File: src/rtl/dcache_refill_ctrl.sv
// dcache_refill_ctrl
// Miss-handling and replacement controller for a 4-way, 32-set data cache.
// It performs host lookups, fills read misses from the external bus into a
// victim way chosen by per-set pseudo-LRU, and writes through to the bus.
// It owns the per-set valid bits and PLRU state.
//
// Ports
//   clk0, reset        : clock (rising edge), asynchronous active-high reset
//   host_req/cmd/addr/wdata -> host request (cmd 001 = read, 010 = write)
//   host_ack/err/rdata <- one-cycle completion; err = bus timeout
//   inv_all            : invalidate every line (only honoured when idle)
//   tag_match, way_rdata : per-way tag compare and selected way data from the array
//   hit_way            : way selected for the array read mux
//   arr_we/way/set/data: array write port
//   bus_req/addr/cmd/wdata, bus_grant, bus_rdata, bus_rvalid : external bus
module dcache_refill_ctrl #(
  parameter int padd_size      = 24,
  parameter int data_size      = 32,
  parameter int cmd_size       = 3,
  parameter int timeout_cycles = 255
) (
  input  logic                 clk0,
  input  logic                 reset,
  input  logic                 host_req,
  input  logic [cmd_size-1:0]  host_cmd,
  input  logic [padd_size-1:0] host_addr,
  input  logic [data_size-1:0] host_wdata,
  output logic                 host_ack,
  output logic                 host_err,
  output logic [data_size-1:0] host_rdata,
  input  logic                 inv_all,
  input  logic [3:0]           tag_match,
  input  logic [data_size-1:0] way_rdata,
  output logic [1:0]           hit_way,
  output logic                 arr_we,
  output logic [1:0]           arr_way,
  output logic [4:0]           arr_set,
  output logic [data_size-1:0] arr_data,
  output logic                 bus_req,
  input  logic                 bus_grant,
  output logic [padd_size-1:0] bus_addr,
  output logic [cmd_size-1:0]  bus_cmd,
  output logic [data_size-1:0] bus_wdata,
  input  logic [data_size-1:0] bus_rdata,
  input  logic                 bus_rvalid
);

  localparam logic [cmd_size-1:0] CmdRead  = cmd_size'(1);
  localparam logic [cmd_size-1:0] CmdWrite = cmd_size'(2);
  // The wait ends on the edge that brings the count up to timeout_cycles.
  localparam logic [7:0] TimeoutLast = 8'(timeout_cycles - 1);

  typedef enum logic [2:0] {IDLE, LOOKUP, BUS_REQ, BUS_WAIT, FILL, RESPOND} state_e;

  state_e               state_q;
  logic [cmd_size-1:0]  cmd_q;
  logic [padd_size-1:0] addr_q;
  logic [data_size-1:0] wdata_q;
  logic [data_size-1:0] fillData_q;
  logic [data_size-1:0] hostRdata_q;
  logic [1:0]           victim_q;
  logic [7:0]           timeoutCnt_q;
  logic                 busReq_q;
  logic                 ack_q;
  logic                 err_q;
  logic [3:0]           valid_q [32];
  logic [2:0]           plru_q  [32];

  logic [4:0] setIdx;
  logic [3:0] hitVec;
  logic       hitAny;
  logic [1:0] hitWay;
  logic [1:0] victimWay;
  logic [2:0] curPlru;
  logic [3:0] curValid;

  assign setIdx   = addr_q[4:0];
  assign curValid = valid_q[setIdx];
  assign curPlru  = plru_q[setIdx];
  assign hitVec   = tag_match & curValid;
  assign hitAny   = |hitVec;

  // PLRU tree: bit 0 points at the half to replace next, bits 1/2 pick
  // within the lower/upper pair. Touching a way points both levels away.
  function automatic logic [2:0] plruTouch(input logic [2:0] p, input logic [1:0] w);
    logic [2:0] n;
    n    = p;
    n[0] = ~w[1];
    if (!w[1]) n[1] = ~w[0];
    else       n[2] = ~w[0];
    return n;
  endfunction

  // Lowest-index matching valid way drives the array read mux.
  always_comb begin
    hitWay = 2'd0;
    if      (hitVec[0]) hitWay = 2'd0;
    else if (hitVec[1]) hitWay = 2'd1;
    else if (hitVec[2]) hitWay = 2'd2;
    else if (hitVec[3]) hitWay = 2'd3;
  end

  // Empty ways are always filled first; only a full set consults the PLRU tree.
  always_comb begin
    victimWay = 2'd0;
    if      (!curValid[0]) victimWay = 2'd0;
    else if (!curValid[1]) victimWay = 2'd1;
    else if (!curValid[2]) victimWay = 2'd2;
    else if (!curValid[3]) victimWay = 2'd3;
    else if (!curPlru[0])  victimWay = {1'b0, curPlru[1]};
    else                   victimWay = {1'b1, curPlru[2]};
  end

  // The write-hit update has to land in the LOOKUP cycle itself because it
  // depends on this cycle's tag compare, so the array port is combinational.
  always_comb begin
    arr_we   = 1'b0;
    arr_way  = 2'd0;
    arr_set  = 5'd0;
    arr_data = '0;
    if (state_q == LOOKUP && cmd_q == CmdWrite && hitAny) begin
      arr_we   = 1'b1;
      arr_way  = hitWay;
      arr_set  = setIdx;
      arr_data = wdata_q;
    end else if (state_q == FILL) begin
      arr_we   = 1'b1;
      arr_way  = victim_q;
      arr_set  = setIdx;
      arr_data = fillData_q;
    end
  end

  assign hit_way    = hitWay;
  assign host_ack   = ack_q;
  assign host_err   = err_q;
  assign host_rdata = hostRdata_q;
  assign bus_req    = busReq_q;
  assign bus_addr   = busReq_q ? addr_q  : '0;
  assign bus_cmd    = busReq_q ? cmd_q   : '0;
  assign bus_wdata  = busReq_q ? wdata_q : '0;

  // Main controller. The ack/err/rdata registers default back to zero every
  // cycle so the response is a single-cycle pulse set on entry to RESPOND.
  always_ff @(posedge clk0 or posedge reset) begin
    if (reset) begin
      state_q      <= IDLE;
      cmd_q        <= '0;
      addr_q       <= '0;
      wdata_q      <= '0;
      fillData_q   <= '0;
      hostRdata_q  <= '0;
      victim_q     <= 2'd0;
      timeoutCnt_q <= 8'd0;
      busReq_q     <= 1'b0;
      ack_q        <= 1'b0;
      err_q        <= 1'b0;
      for (int s = 0; s < 32; s++) begin
        valid_q[s] <= 4'd0;
        plru_q[s]  <= 3'd0;
      end
    end else begin
      ack_q       <= 1'b0;
      err_q       <= 1'b0;
      hostRdata_q <= '0;
      case (state_q)
        IDLE: begin
          if (inv_all) begin
            for (int s = 0; s < 32; s++) begin
              valid_q[s] <= 4'd0;
              plru_q[s]  <= 3'd0;
            end
          end else if (host_req) begin
            cmd_q   <= host_cmd;
            addr_q  <= host_addr;
            wdata_q <= host_wdata;
            if (host_cmd == CmdRead || host_cmd == CmdWrite) begin
              state_q <= LOOKUP;
            end else begin
              ack_q   <= 1'b1;
              state_q <= RESPOND;
            end
          end
        end
        LOOKUP: begin
          if (hitAny) plru_q[setIdx] <= plruTouch(curPlru, hitWay);
          if (cmd_q == CmdRead && hitAny) begin
            hostRdata_q <= way_rdata;
            ack_q       <= 1'b1;
            state_q     <= RESPOND;
          end else begin
            victim_q <= victimWay;
            busReq_q <= 1'b1;
            state_q  <= BUS_REQ;
          end
        end
        BUS_REQ: begin
          if (bus_grant) begin
            if (cmd_q == CmdWrite) begin
              busReq_q <= 1'b0;
              ack_q    <= 1'b1;
              state_q  <= RESPOND;
            end else begin
              timeoutCnt_q <= 8'd0;
              state_q      <= BUS_WAIT;
            end
          end
        end
        BUS_WAIT: begin
          if (bus_rvalid) begin
            fillData_q <= bus_rdata;
            busReq_q   <= 1'b0;
            state_q    <= FILL;
          end else if (timeoutCnt_q == TimeoutLast) begin
            busReq_q <= 1'b0;
            ack_q    <= 1'b1;
            err_q    <= 1'b1;
            state_q  <= RESPOND;
          end else begin
            timeoutCnt_q <= timeoutCnt_q + 8'd1;
          end
        end
        FILL: begin
          valid_q[setIdx][victim_q] <= 1'b1;
          plru_q[setIdx]            <= plruTouch(curPlru, victim_q);
          hostRdata_q               <= fillData_q;
          ack_q                     <= 1'b1;
          state_q                   <= RESPOND;
        end
        RESPOND: state_q <= IDLE;
        default: state_q <= IDLE;
      endcase
    end
  end

endmodule

File: config.mk
export PLATFORM = sky130hd
export DESIGN_NAME = dcache_refill_ctrl
export DESIGN_NICKNAME = d
export VERILOG_FILES = /design/src/rtl/dcache_refill_ctrl.sv
export SDC_FILE = /design/constraint.sdc
export NUM_CORES = 1
export LEC_CHECK = 0
export BUFFER_PORTS_ARGS = -buffer_cell sky130_fd_sc_hd__clkbuf_2
export CAP_MARGIN = 20
export CORE_MARGIN = 5
export CORE_UTILIZATION = 55
export CTS_BUF_LIST = sky130_fd_sc_hd__clkbuf_4 sky130_fd_sc_hd__clkbuf_8
export DETAILED_ROUTE_END_ITERATION = 10
export PLACE_DENSITY = 0.84
export SLEW_MARGIN = 0
export SYNTH_ARGS = -nofsm -noshare
export SYNTH_HDL_FRONTEND = slang
export SYNTH_SLANG_ARGS = --single-unit
export TNS_END_PERCENT = 50
File: constraint.sdc
create_clock -name clk0 -period 25.4 [get_ports clk0]
set_input_delay 5.08 -clock clk0 [delete_from_list [all_inputs] [get_ports clk0]]
set_output_delay 5.08 -clock clk0 [all_outputs]
set_load 0.02 [all_outputs]
==> impl_metrics.ini, run 1 <==
[detailed_routing]
drc = 0
drt_iter0_drc = 1655
drt-total-wl_um = 56500
vias = 15100
routedWlPerCell_um = 24.8
ant_nets = 0
first_pass_iters = 5
avgViaCountPerCell = 6.64

[worst_setup_path]
r2r_slack_ps = 19820
worst-path-buf-inv = 3
cpMostUsedCell = clkbuf_2
regToRegStartpoint = addr_q[1]
critPathMaxStageDelay_ps = 730
path_delay_family = simple AND/OR/NAND/NOR gates
critPathArrivalTime_ps = 7330
cp-startpoint = tag_match[0]
rr_worst_depth = 11
cp_max_fo = 34
slowest_stage = nor2_1
r2r-end = plru_q[43]
endpoint_kind = primary output
critPathLaunchType = input port
crit_chain = clkbuf_2 -> a21boi_4 -> o41ai_4 -> nor2_2 -> buf_4 -> nor2_1 -> nor2b_1 -> clkbuf_2
crit_type = in -> out
crit_required_ps = 20320

[layout]
seq_area_mm2 = 0.00909
multi_input_area_mm2 = 0.00782
nets = 1949
layout-drive-gt1-share_pct = 28.3
fillCellCount = 2342
final_util_pct = 64.5
fin_cells = 2273
area_growth_pct = 16.1

[global_route]
grt_use_total_pct = 31.1
met2_usage_pct = 48.9
grt_pass1_wl_um = 87600
first_global_vias = 15100
grt_util_met1_pct = 40.2
grt.busiest_layer = met2
grt_max_degree = 152
antenna_found_initial = 8
use_met3_pct = 8.65
overflow = 0

[place]
io_buffers = 268
dp.final_hpwl_um = 38200
place_inst = 2155
globalplace.congestion = 1.01

[synth]
yosysWarnings = 0
synth.yosys.seq_area_share_pct = 51.9
ys_types = 59
syn_avg_cell_area_um2 = 11.0
syn_nets = 1730
netlist_area_mm2 = 0.0175
syn_inst = 1595
async_flop_share_pct = 100
ys.flop_type = dfrtp_1
ys_seq_elements = 363
synth_edf_count = 0

[timing]
maxSlewViolCount = 0
fin_tns_setup_ps = 0
layout_min_cycle_time_ps = 12410
finalCritPeriodShare_pct = 48.8
max_freq_ghz = 0.0806
hold_viol_final = 0
rsz0062_at_grt = no
relSlewSlack_pct = 21.4
worst_pin_slew_ps = 1170
finalClockSkew_ps = 58.3
setup_violations = 0

[die]
die-area_mm2 = 0.0355
die_y_um = 188
start_util_pct = 55.6
core-area_mm2 = 0.0315
ios = 269
die_w_um = 188
core.rowCount = 65

[worst_hold_path]
min_path_type = reg -> reg
min_path_cells = 2
holdPathEnd = valid_q[115]
worstHoldStart = valid_q[115]

[run]
drv_cap = 0

[pwr]
powerDensity_mw_per_mm2 = 116
clock_power_share_pct = 22.8
comb_power_share_pct = 40.7
p_int_mw = 1.38
ir_drop_uv = 89.2
p_leak_nw = 9.62
p_switching_uw = 983
p_seq_share_pct = 36.5
switching_share_pct = 41.6

[clock_network]
htreeDepth = 2
cts_hold_buf = 0
cts-resized-gates = 0
postCtsSetupRepairBufs = 0
cts.reportedPaths.clkPinSlew_ps = 60
cts-root-buf = clkbuf_8
numCtsBuffers = 58
clk_latency_ps = 630
cts.sinks = 363
cts_buffer_depth = 3
cts_tree = built

[outcome]
outcome = finished clean
-- power by group through the flow --
stage / combinational [mW] / clock (mW) / sequential (mW)
final: 0.962 / 0.540 / 0.864
after global routing: 1.02 / 0.571 / 0.878
after CTS: 0.944 / 0.542 / 0.857
after detailed placement: 0.938 / 0 / 0.863
after global placement: 0.912 / 0 / 0.861
after floorplan: 0.693 / 0 / 0.816
-- kinds of logic (layout without fill, tap and decap cells) --
family,count (synthesis),in the layout,share of synthesized area (%)
compound gates,523,523,21.4
flops,363,363,51.9
simple gates,361,361,10.5
mux,204,204,12.3
buf+inv,141,409,3.56
fa+ha+maj,2,2,0.143
xor+xnor,1,1,0.0501
other cells,0,8,0
-- routing by layer --
metal,wire length (um),part of all wire (%),up-vias
li1,-,-,6371
met1,21200,37,7489
met2,26500,47,1020
met3,5950,11,210
met4,2850,5.0,0
met5,0,0,-
-- worst register-to-register path, stage by stage (launching register included) --
cell and delay [ps]:
dfrtp_4 540, buf_4 850, buf_4 870, mux2i_1 280
o22ai_1 150, nor4_1 630, a21boi_2 230, o41ai_4 480
and2b_4 860, a21oi_2 30, buf_4 330, a2bb2oi_1 210
-- metrics by stage --
stage / setup slack, ps / hold WS (ps) / cell area [um^2] / total power [mW]
6_report: 12990 / 484 / 20300 / 2.37
5_1_grt: 12960 / 505 / 20300 / 2.47
4_1_cts: 12990 / 484 / 20300 / 2.34
3_5_place_dp: 13060 / 470 / 19000 / 1.80
3_3_place_gp: 13100 / 461 / 19000 / 1.77
2_1_floorplan: 10240 / 448 / 17500 / 1.51
-- registers in the layout, summed over array words and instances, names as in the netlist --
signal / count
fillData_q: 32
addr_q: 24
timeoutCnt_q: 8
host_rdata: 32
bus_req: 1
host_ack: 1
state_q: 3
wdata_q: 32
valid_q: 128
host_err: 1
cmd_q: 3
plru_q: 96
victim_q: 2
-- how the worst max path moves through the flow --
stage | slack (ps) | cells past startpoint | end
floorplan | 10240 | 1 | addr_q[0]
global placement | 13100 | 8 | arr_set[0]
detailed placement | 13060 | 8 | arr_set[2]
CTS | 12990 | 8 | arr_set[2]
global route | 12960 | 8 | arr_set[2]
finish | 12990 | 8 | arr_set[2]
-- cells in the mapped netlist, types with 4 or more instances --
master,instances,area (um^2)
dfrtp_1,363,9080
a22o_1,129,1130
nand2_1,124,465
mux2i_1,113,1130
a21oi_1,104,521
mux2_2,91,1020
o21ai_0,85,425
nor2_1,82,308
clkbuf_1,77,289
and2_1,65,407
o22ai_1,56,350
buf_2,36,180
a2bb2oi_1,32,280
o21bai_1,32,240
o32a_1,32,320
o22a_1,31,272
nor2b_1,12,75.1
nor4_1,12,75.1
nand3_1,10,50.1
buf_4,9,67.6
inv_1,9,33.8
nor3_1,9,45.0
buf_1,8,30.0
nand2b_1,5,31.3
nand4bb_1,5,56.3
nor2_2,5,31.3
nor4_2,4,50.1
or4b_1,4,40.0
-- layout by cell type (no fill, tap or decap), drive strengths merged, types with 12 or more instances in the layout --
cell type	netlist	routed
o22a	31	31
o21ai	87	87
mux2i	113	113
clkbuf	77	363
nor2b	12	12
nor2	87	87
a21oi	104	104
mux2	91	91
nand2	124	124
o21bai	32	32
a2bb2oi	32	32
o32a	32	32
dfrtp	363	363
o22ai	56	56
and2	65	65
buf	55	23
a22o	129	129
clkinv	0	12
nor4	16	16
-- cell type report --
| class | count | share of cell area (%) |
|---|---|---|
| Tap cell | 402 | 2.48 |
| Multi-Input combinational cell | 1091 | 38.5 |
| Clock inverter | 14 | 0.487 |
| Clock buffer | 95 | 5.85 |
| Antenna cell | 8 | 0.0986 |
| Inverter | 9 | 0.203 |
| Timing Repair Buffer | 291 | 7.59 |
| Sequential cell | 363 | 44.8 |
Note: power is estimated with default switching activity, not from simulation.
==> run 2: changes to the inputs <==
--- a/config.mk
+++ b/config.mk
@@ -5,13 +5,14 @@
 export SDC_FILE = /design/constraint.sdc
 export NUM_CORES = 1
 export LEC_CHECK = 0
+export ABC_AREA = 1
 export BUFFER_PORTS_ARGS = -buffer_cell sky130_fd_sc_hd__clkbuf_2
 export CAP_MARGIN = 20
 export CORE_MARGIN = 5
-export CORE_UTILIZATION = 55
+export CORE_UTILIZATION = 54
 export CTS_BUF_LIST = sky130_fd_sc_hd__clkbuf_4 sky130_fd_sc_hd__clkbuf_8
 export DETAILED_ROUTE_END_ITERATION = 10
-export PLACE_DENSITY = 0.84
+export PLACE_DENSITY = 0.85
 export SLEW_MARGIN = 0
 export SYNTH_ARGS = -nofsm -noshare
 export SYNTH_HDL_FRONTEND = slang
==> constraint.sdc (replaced) <==
create_clock -name clk0 -period 11.1 [get_ports clk0]
set_input_delay 2.22 -clock clk0 [delete_from_list [all_inputs] [get_ports clk0]]
set_output_delay 2.22 -clock clk0 [all_outputs]
set_load 0.02 [all_outputs]
==> impl_metrics.ini, run 2 <==
[timing]
finalClockSkew_ps = 45.1
fin_tns_setup_ps = 0
worst_pin_slew_ps = 1040
rsz0062_at_grt = no
maxSlewViolCount = 0
setup_violations = 0
max_freq_ghz = 0.131
layout_min_cycle_time_ps = 7650
hold_viol_final = 0
relSlewSlack_pct = 30.5
final.setup.worst_slack_ps = 3450
finalCritPeriodShare_pct = 68.9

[detailed_routing]
avgViaCountPerCell = 5.83
drc = 0
vias = 19700
drt_iter0_drc = 2420
first_pass_iters = 6
ant_nets = 0
drt-total-wl_um = 63600
routedWlPerCell_um = 18.8

[place]
dp_slack_ps = 4380
globalplace.congestion = 0.976
dp.final_hpwl_um = 41600
io_buffers = 268

[pwr]
ir_drop_uv = 220
p_int_mw = 3.12
p_leak_nw = 12.0
p_switching_mw = 2.68
clock_power_share_pct = 22.3
powerDensity_mw_per_mm2 = 259
switching_share_pct = 46.3
comb_power_share_pct = 45.7
p_seq_share_pct = 32.1

[clock_network]
cts.sinks = 363
numCtsBuffers = 60
cts_hold_buf = 0
cts_tree = built
postCtsSetupRepairBufs = 0
cts.reportedPaths.clkPinSlew_ps = 60
clk_latency_ps = 710
cts-resized-gates = 0
cts_buffer_depth = 3
htreeDepth = 2
cts-root-buf = clkbuf_8

[worst_setup_path]
slowest_stage = buf_4
critPathMaxStageDelay_ps = 730
path_delay_family = simple AND/OR/NAND/NOR gates
endpoint_kind = primary output
cpMostUsedCell = nand2_1
r2r_slack_ps = 6140
regToRegStartpoint = addr_q[0]
r2r-end = plru_q[47]
crit_chain = buf_4 -> inv_2 -> nand2_1 -> nand2_1 -> nand2_1 -> nand2_1 -> nand2_1 -> nand2_1 -> nor2_1 -> nand2_1 -> nand2_2 -> nand2_2 -> nor2_4 -> nor2_4 -> buf_4 -> nor2_1 -> nor2_1 -> clkbuf_2
cp_max_fo = 98
crit_required_ps = 8880
critPathLaunchType = register
crit_type = reg -> out
worst-path-buf-inv = 4
critPathArrivalTime_ps = 5430
rr_worst_depth = 19

[synth]
synth.yosys.seq_area_share_pct = 46.7
syn_avg_cell_area_um2 = 7.33
ys.flop_type = dfrtp_1
yosysMostFrequentCell = nand2_1
netlist_area_mm2 = 0.0194
syn_inst = 2653
synth_area_leaders = dfrtp_1 47%, nand2_1 14%, inv_1 8.0%, o21ai_0 7.2%, a21oi_1 5.1%
synth_edf_count = 0
synth.top_cell.area_share_pct = 46.7
yosys.area.top_type = dfrtp_1
syn_nets = 2788
ys_seq_elements = 363
async_flop_share_pct = 100
synthTopCellsByCount = 701 x nand2_1, 416 x inv_1, 363 x dfrtp_1
ys_types = 38
yosysWarnings = 0

[die]
core.rowCount = 69
die_y_um = 200
die_w_um = 200
start_util_pct = 54.7
core-area_mm2 = 0.0356
ios = 269
die-area_mm2 = 0.0399

[global_route]
grt_pass1_wl_um = 101000
grt_use_total_pct = 31.5
grt_max_degree = 99
first_global_vias = 19500
overflow = 0
antenna_found_initial = 11

[layout]
fillCellCount = 2958
seq_area_mm2 = 0.00909
layout-drive-gt1-share_pct = 17.1
nets = 2993
multi_input_area_mm2 = 0.00807
largest_register_ffs = 128
final_common_cell = nand2_1
area_growth_pct = 15.1
reg_top3 = valid_q: 128 flops, plru_q: 96 flops
regMostFlops = valid_q
final_cell_mix = 700 x nand2_1, 413 x inv_1, 361 x dfrtp_1, 280 x o21ai_0, 268 x clkbuf_2

[worst_hold_path]
min_path_cells = 1
worstHoldStart = timeoutCnt_q[7]
min_path_type = reg -> reg
holdPathEnd = timeoutCnt_q[7]

[outcome]
outcome = finished clean

[run]
drv_cap = 0
## run 2: cell count changes after synthesis, sizes merged, moves of 66 or more
cell	delta
o21ai	+202
inv	+413
nand2	+584
mux2i	-113
a21oi	+93
nand3	+66
nor2	+138
a22o	-129
## run 2: worst max-delay path by stage
stage	startpoint	cells past startpoint	to	slack (ps)
finish	addr_q[0]	18	arr_set[1]	3450
global route	addr_q[0]	18	arr_we	3190
CTS	addr_q[0]	18	arr_set[1]	3600
detailed placement	addr_q[0]	18	arr_set[1]	4380
global placement	tag_match[0]	9	arr_way[1]	4400
floorplan	reset	1	addr_q[0]	4010
## run 2: routing by layer
layer | up-vias | global-route usage, % | wire, um
li1 | 8816 | - | -
met1 | 9150 | 39.1 | 22400
met2 | 1424 | 49.7 | 29500
met3 | 261 | 8.61 | 7750
met4 | 4 | 18.9 | 3870
met5 | - | 0 | 27
## run 2: area by class of cell
cell class,instances,share of cell area [%]
Sequential cell,363,40.6
Multi-Input combinational cell,1708,36.1
Timing Repair Buffer,302,7.65
Inverter,423,7.12
Clock buffer,96,5.37
Tap cell,461,2.58
Clock inverter,12,0.526
Antenna cell,8,0.0895
## run 2: cell families (layout without fill, tap and decap cells)
group | count (synthesis) | after routing | synth area share [%]
AND/OR/NAND/NOR | 1032 | 1032 | 21.0
AO/OA/AOI/OAI | 621 | 621 | 17.1
buffers and inverters | 582 | 833 | 12.0
flip-flops | 363 | 363 | 46.7
multiplexers | 52 | 52 | 3.01
adder cells (fa/ha/maj) | 2 | 2 | 0.129
XOR/XNOR | 1 | 1 | 0.0450
other | 0 | 8 | 0
## run 2: through the flow
step	power (mW)	hold slack [ps]	utilization (%)	instance area [um^2]	cells
after floorplan	3.67	433	-	19500	2653
after global placement	4.33	454	58.7	20900	3250
after detailed placement	4.41	475	58.7	20900	3251
after CTS	5.72	488	62.4	22200	3359
after global routing	6.14	508	62.9	22400	3373
final	5.80	483	62.9	22400	3373
## run 2: power groups by stage
stage               combinational (mW)  clock (mW)  sequential, mW
finish                            2.65        1.29            1.86
global route                      2.88        1.37            1.89
CTS                               2.57        1.30            1.85
detailed placement                2.54           0            1.87
global placement                  2.47           0            1.85
floorplan                         1.81           0            1.86
